--- config.mk ---
export PLATFORM = sky130hd
export DESIGN_NAME = main_control_fsm
export DESIGN_NICKNAME = d
export VERILOG_FILES = /design/src/rtl/main_control_fsm_pkg.sv /design/src/rtl/main_control_fsm_alu_decoder.sv /design/src/rtl/main_control_fsm.sv
export SDC_FILE = /design/constraint.sdc
export NUM_CORES = 1
export LEC_CHECK = 0
export ABC_AREA = 1
export ABC_CLOCK_PERIOD_IN_PS = 3700
export CORE_MARGIN = 1
export CORE_UTILIZATION = 40
export DETAILED_ROUTE_END_ITERATION = 10
export PLACE_DENSITY = 0.84
export RECOVER_POWER = 50
export SLEW_MARGIN = 25
export SYNTH_ARGS = -nofsm -noshare
export SYNTH_HDL_FRONTEND = slang
export SYNTH_SLANG_ARGS = --single-unit
--- constraint.sdc ---
create_clock -name clk -period 3.7 [get_ports clk]
set_clock_uncertainty 0.15 [all_clocks]
set_input_delay 0.74 -clock clk [delete_from_list [all_inputs] [get_ports clk]]
set_output_delay 0.74 -clock clk [all_outputs]
set_load 0.01 [all_outputs]
--- src/rtl/main_control_fsm_pkg.sv ---
// Shared encodings for the multi-cycle RISC-V control unit and its ALU decoder.
// The ERROR state only exists when ILLEGAL_TRAP_EN is defined.
package main_control_fsm_pkg;

    typedef enum logic [3:0] {
        FETCH    = 4'd0,
        DECODE   = 4'd1,
        MEMADR   = 4'd2,
        MEMREAD  = 4'd3,
        MEMWB    = 4'd4,
        MEMWRITE = 4'd5,
        EXECUTER = 4'd6,
        EXECUTEI = 4'd7,
        ALUWB    = 4'd8,
        BEQ      = 4'd9,
        JAL      = 4'd10
`ifdef ILLEGAL_TRAP_EN
        ,
        ERROR    = 4'd11
`endif
    } state_t;

    localparam logic [6:0] OP_LOAD   = 7'b0000011;
    localparam logic [6:0] OP_STORE  = 7'b0100011;
    localparam logic [6:0] OP_RTYPE  = 7'b0110011;
    localparam logic [6:0] OP_ITYPE  = 7'b0010011;
    localparam logic [6:0] OP_BRANCH = 7'b1100011;
    localparam logic [6:0] OP_JAL    = 7'b1101111;

    localparam logic [1:0] IMM_I = 2'b00;
    localparam logic [1:0] IMM_S = 2'b01;
    localparam logic [1:0] IMM_B = 2'b10;
    localparam logic [1:0] IMM_J = 2'b11;

    localparam logic [1:0] RES_ALUOUT    = 2'b00;
    localparam logic [1:0] RES_DATA      = 2'b01;
    localparam logic [1:0] RES_ALURESULT = 2'b10;

    localparam logic [1:0] SRCA_PC    = 2'b00;
    localparam logic [1:0] SRCA_OLDPC = 2'b01;
    localparam logic [1:0] SRCA_RS1   = 2'b10;

    localparam logic [1:0] SRCB_RS2  = 2'b00;
    localparam logic [1:0] SRCB_IMM  = 2'b01;
    localparam logic [1:0] SRCB_FOUR = 2'b10;

    localparam logic [1:0] ALUOP_ADD   = 2'b00;
    localparam logic [1:0] ALUOP_SUB   = 2'b01;
    localparam logic [1:0] ALUOP_FUNCT = 2'b10;

    localparam logic [2:0] ALU_ADD = 3'b000;
    localparam logic [2:0] ALU_SUB = 3'b001;
    localparam logic [2:0] ALU_AND = 3'b010;
    localparam logic [2:0] ALU_OR  = 3'b011;
    localparam logic [2:0] ALU_SLT = 3'b101;

    // Immediate format depends only on the opcode, never on the FSM state.
    function automatic logic [1:0] imm_decode(input logic [6:0] op);
        logic [1:0] imm;
        imm = IMM_I;
        case (op)
            OP_LOAD, OP_ITYPE: imm = IMM_I;
            OP_STORE:          imm = IMM_S;
            OP_BRANCH:         imm = IMM_B;
            OP_JAL:            imm = IMM_J;
            default:           imm = IMM_I;
        endcase
        return imm;
    endfunction

endpackage

--- src/rtl/main_control_fsm_alu_decoder.sv ---
// Combinational ALU operation decode from aluop and the funct fields.
// op5 separates R-type sub from I-type addi, which has no subtract form.
module alu_decoder
    import main_control_fsm_pkg::*;
(
    input  logic [1:0] aluop,
    input  logic [2:0] funct3,
    input  logic       op5,
    input  logic       funct7b5,
    output logic [2:0] alucontrol
);

    always_comb begin
        alucontrol = ALU_ADD;
        case (aluop)
            ALUOP_ADD: alucontrol = ALU_ADD;
            ALUOP_SUB: alucontrol = ALU_SUB;
            ALUOP_FUNCT: begin
                case (funct3)
                    3'b000:  alucontrol = (op5 & funct7b5) ? ALU_SUB : ALU_ADD;
                    3'b010:  alucontrol = ALU_SLT;
                    3'b110:  alucontrol = ALU_OR;
                    3'b111:  alucontrol = ALU_AND;
                    default: alucontrol = ALU_ADD;
                endcase
            end
            default:   alucontrol = ALU_ADD;
        endcase
    end

endmodule

--- src/rtl/main_control_fsm.sv ---
// Multi-cycle RISC-V control FSM (lw, sw, R/I ALU, beq, jal) with mem_ready stalls.
// Define ILLEGAL_TRAP_EN to trap unsupported opcodes in a sticky ERROR state.
module main_control_fsm
    import main_control_fsm_pkg::*;
#(
    parameter int STATE_W = 4
) (
    input  logic               clk,
    input  logic               resetn,
    input  logic [6:0]         op,
    input  logic [2:0]         funct3,
    input  logic               funct7b5,
    input  logic               zero,
    input  logic               mem_ready,
    output logic               pcwrite,
    output logic               adrsrc,
    output logic               memwrite,
    output logic               irwrite,
    output logic [1:0]         resultsrc,
    output logic [1:0]         alusrca,
    output logic [1:0]         alusrcb,
    output logic [2:0]         alucontrol,
    output logic [1:0]         immsrc,
    output logic               regwrite,
    output logic               illegal_instr,
    output logic [STATE_W-1:0] state_dbg
);

    state_t     state;
    logic [1:0] aluop;

    always_ff @(posedge clk) begin
        if (!resetn) begin
            state <= FETCH;
        end else begin
            case (state)
                FETCH:    if (mem_ready) state <= DECODE;
                DECODE: begin
                    case (op)
                        OP_LOAD, OP_STORE: state <= MEMADR;
                        OP_RTYPE:          state <= EXECUTER;
                        OP_ITYPE:          state <= EXECUTEI;
                        OP_BRANCH:         state <= BEQ;
                        OP_JAL:            state <= JAL;
`ifdef ILLEGAL_TRAP_EN
                        default:           state <= ERROR;
`else
                        // PC was already advanced in FETCH, so this is a NOP.
                        default:           state <= FETCH;
`endif
                    endcase
                end
                MEMADR:   state <= (op == OP_LOAD) ? MEMREAD : MEMWRITE;
                MEMREAD:  if (mem_ready) state <= MEMWB;
                MEMWB:    state <= FETCH;
                MEMWRITE: if (mem_ready) state <= FETCH;
                EXECUTER: state <= ALUWB;
                EXECUTEI: state <= ALUWB;
                ALUWB:    state <= FETCH;
                BEQ:      state <= FETCH;
                JAL:      state <= ALUWB;
`ifdef ILLEGAL_TRAP_EN
                ERROR:    state <= ERROR;
`endif
                default:  state <= FETCH;
            endcase
        end
    end

    // Outputs decode straight from state so reset can gate writes in the same cycle.
    always_comb begin
        pcwrite   = 1'b0;
        adrsrc    = 1'b0;
        memwrite  = 1'b0;
        irwrite   = 1'b0;
        regwrite  = 1'b0;
        resultsrc = RES_ALUOUT;
        alusrca   = SRCA_PC;
        alusrcb   = SRCB_RS2;
        aluop     = ALUOP_ADD;
        if (!resetn) begin
            alusrcb   = SRCB_FOUR;
            resultsrc = RES_ALURESULT;
        end else begin
            case (state)
                FETCH: begin
                    alusrcb   = SRCB_FOUR;
                    resultsrc = RES_ALURESULT;
                    irwrite   = mem_ready;
                    pcwrite   = mem_ready;
                end
                DECODE: begin
                    alusrca = SRCA_OLDPC;
                    alusrcb = SRCB_IMM;
                end
                MEMADR: begin
                    alusrca = SRCA_RS1;
                    alusrcb = SRCB_IMM;
                end
                MEMREAD: begin
                    adrsrc = 1'b1;
                end
                MEMWB: begin
                    resultsrc = RES_DATA;
                    regwrite  = 1'b1;
                end
                MEMWRITE: begin
                    adrsrc   = 1'b1;
                    memwrite = 1'b1;
                end
                EXECUTER: begin
                    alusrca = SRCA_RS1;
                    alusrcb = SRCB_RS2;
                    aluop   = ALUOP_FUNCT;
                end
                EXECUTEI: begin
                    alusrca = SRCA_RS1;
                    alusrcb = SRCB_IMM;
                    aluop   = ALUOP_FUNCT;
                end
                ALUWB: begin
                    regwrite = 1'b1;
                end
                BEQ: begin
                    alusrca = SRCA_RS1;
                    alusrcb = SRCB_RS2;
                    aluop   = ALUOP_SUB;
                    pcwrite = zero;
                end
                JAL: begin
                    alusrca = SRCA_OLDPC;
                    alusrcb = SRCB_FOUR;
                    pcwrite = 1'b1;
                end
                default: begin
                    pcwrite = 1'b0;
                end
            endcase
        end
    end

`ifdef ILLEGAL_TRAP_EN
    assign illegal_instr = resetn && (state == ERROR);
`else
    assign illegal_instr = 1'b0;
`endif

    assign immsrc    = imm_decode(op);
    assign state_dbg = STATE_W'(state);

    alu_decoder u_alu_decoder (
        .aluop      (aluop),
        .funct3     (funct3),
        .op5        (op[5]),
        .funct7b5   (funct7b5),
        .alucontrol (alucontrol)
    );

endmodule

==> summary.txt <==
Wirelength, routed - 1540 um
Max FFs per register - 4
Post-synthesis sequential area ratio - 0.129
CTS H-tree lvls - 1
GRT Total Usage - 0.195
Critical Path Source Type - input pin
Initial antenna violation count - 0
Overall power - 153 uW
Hold path endpoint - state_dbg[2]
Post-Syn Instances - 114
IO buf count - 34
Leak - 0.483 nW
Die W - 41.4 um
IO Pins - 36
RSZ-0062 raised after global routing - no
DP HPWL - 1320 um
Mapped Nets - 131
Max-cap violation count - 0
Area grow syn2layout - 58.1%
Largest net degree at the start of global routing - 11
R2R setup slack - 2.24 ns
CP delay by family, top - buffers and inverters
Mean Syn Cell Area - 5.45 sq um
Hold_sp - state_dbg[3]
Worst vdd ir - 98.3 uV
Vias in the first global route - 715
Util after Layout - 0.720
Clk sinks - 4
Post-DRT Antenna Nets - 0
R2R depth - 6
N_diodes - 0
Hold Violations, Final - 0
RR Endpoint - state_dbg[2]
Period utilization - 0.969
# nets final - 169
P per Cell Area - 156 mW/mm^2
Final worst slack - 0.114 ns
Crit-path cells - clkdlybuf4s50_1 -> inv_1 -> nor2_1 -> inv_1 -> ha_1 -> nor4_1 -> clkdlybuf4s50_1
Routed len/inst - 9.36 um
Max Slew Vio Count - 0
Clock buffer count from CTS - 3
Hold depth - 3
Slowest cell on crit path - clkdlybuf4s50_1
Worst Path Arrival - 2.70 ns
DRC - 0
CTS max path bufs - 2
DP Worst Slack - 0.112 ns
FFs w/ async S/R, synth - 0
CTS Hold Bufs - 0
Final setup fails - 0
Clk_lat worst skew - 0.23 ns
Netlist Area Pre-Place - 622 sq um
Minimum clock period - 3.59 ns
Layout cells sized above 1 - 0.113
Synth warn - 0
Row cnt - 13
Post-CTS Setup Bufs - 0
Die H - 41.4 um
Drt initial violations - 15
CP bufs+invs - 4
Post-cts gate resize count - 0
GPL Wtd Cong - 0.857
Count of different cell masters after synthesis - 26
Grt total ovfl - 0
CP max stage delay - 0.58 ns
Critical path peak fanout - 3
RR Startpoint - state_dbg[1]
Critical path depth in cells - 7
Min-delay worst type - reg2reg
Setup Crit Path Kind - in2out
Via-to-Cell Ratio - 4.89
Clock root buffer - clkbuf_4
DRT Pass-1 Iters - 4
Number of synthesized flops with an enable pin - 0
Global-route wire length before repair - 2760 um
Data required time at the worst endpoint - 2.81 ns
Crit path capture type - primary output
Die area - 0.00172 sq mm
TNS Setup - 0 ns
CTS tree - yes
Core Region - 0.00137 sq mm
Clk slew on worst S/H paths - 0.03 ns
Most common cell after layout, fill and taps aside - nand2_1
Outcome - complete, no violations
WHS - 0.559 ns
Max Fclk - 279 MHz
Register bit total from synthesis - 4
Via count - 807
Synth Flop Type - dfxtp_1
Initial core utilization - 0.455
Most frequent cells in the layout - nand2_1 (31), clkdlybuf4s50_1 (26), inv_1 (21)
==> worst max-delay path by stage <==
stage | start | end | slack (ns)
after floorplan | resetn | alucontrol[2] | 0.94
after global placement | resetn | alucontrol[2] | 0.19
after detailed placement | resetn | alucontrol[2] | 0.11
after CTS | resetn | alucontrol[2] | 0.11
after global routing | resetn | alucontrol[2] | 0.009
final | resetn | alucontrol[2] | 0.11
==> synth_stat cells (2+ instances only) <==
| master | count | share of area |
|---|---|---|
| a21oi_1 | 3 | 0.024 |
| inv_1 | 21 | 0.13 |
| nand3_2 | 2 | 0.032 |
| nor4_1 | 2 | 0.020 |
| nand4_1 | 2 | 0.020 |
| nand2_1 | 31 | 0.19 |
| nand2_2 | 2 | 0.020 |
| a21oi_2 | 2 | 0.028 |
| nand3_1 | 8 | 0.064 |
| nor2_4 | 2 | 0.036 |
| nor3_1 | 4 | 0.032 |
| ha_1 | 2 | 0.040 |
| nor2_1 | 15 | 0.091 |
| nor2_2 | 3 | 0.030 |
| dfxtp_1 | 4 | 0.13 |
==> per-layer routing <==
| layer | wire length (um) | share of wire | vias up | global-route usage |
|---|---|---|---|---|
| li1 | - | - | 428 | - |
| met2 | 738 | 0.48 | 34 | 0.328 |
| met3 | 103 | 0.067 | 0 | 0.0391 |
| met4 | 0 | 0 | 0 | 0.0452 |
| met1 | 702 | 0.45 | 345 | 0.253 |
| met5 | 0 | 0 | - | 0 |
==> layout make-up <==
| cell class | count | area [sq um] |
|---|---|---|
| Multi-Input combinational cell | 84 | 415 |
| Fill cell | 137 | 383 |
| Timing Repair Buffer | 36 | 355 |
| Inverter | 23 | 91.3 |
| Sequential cell | 4 | 80.1 |
| Clock buffer | 3 | 22.5 |
| Tap cell | 15 | 18.8 |
==> through the flow <==
stage,area (sq um),cells
floorplan,622,114
global placement,972,162
CTS,995,165
global route,983,165
detailed placement,972,162
finish,983,165
==> tightest hold or removal path: stages (launching register included) <==
cell	delay [ns]
dfxtp_1	0.38
nor2_2	0.10
nand3_1	0.12
a21oi_2	0.06
==> kinds of logic (layout without fill, tap and decap cells) <==
group | Yosys count | after routing | share of synthesized area
buffers and inverters | 26 | 62 | 0.185
AO/OA/AOI/OAI | 9 | 9 | 0.0966
adder cells (fa/ha/maj) | 2 | 2 | 0.0402
flip-flops | 4 | 4 | 0.129
AND/OR/NAND/NOR | 72 | 72 | 0.543
other | 1 | 1 | 0.00603
==> power by group <==
group	total, mW	switching (mW)	internal [mW]	leakage [nW]
clock	0.0513	0.0152	0.0361	0.0138
sequential	0.0466	0.00206	0.0445	0.0325
combinational	0.0551	0.0261	0.0290	0.437
Power figures use the tool's default switching activity.
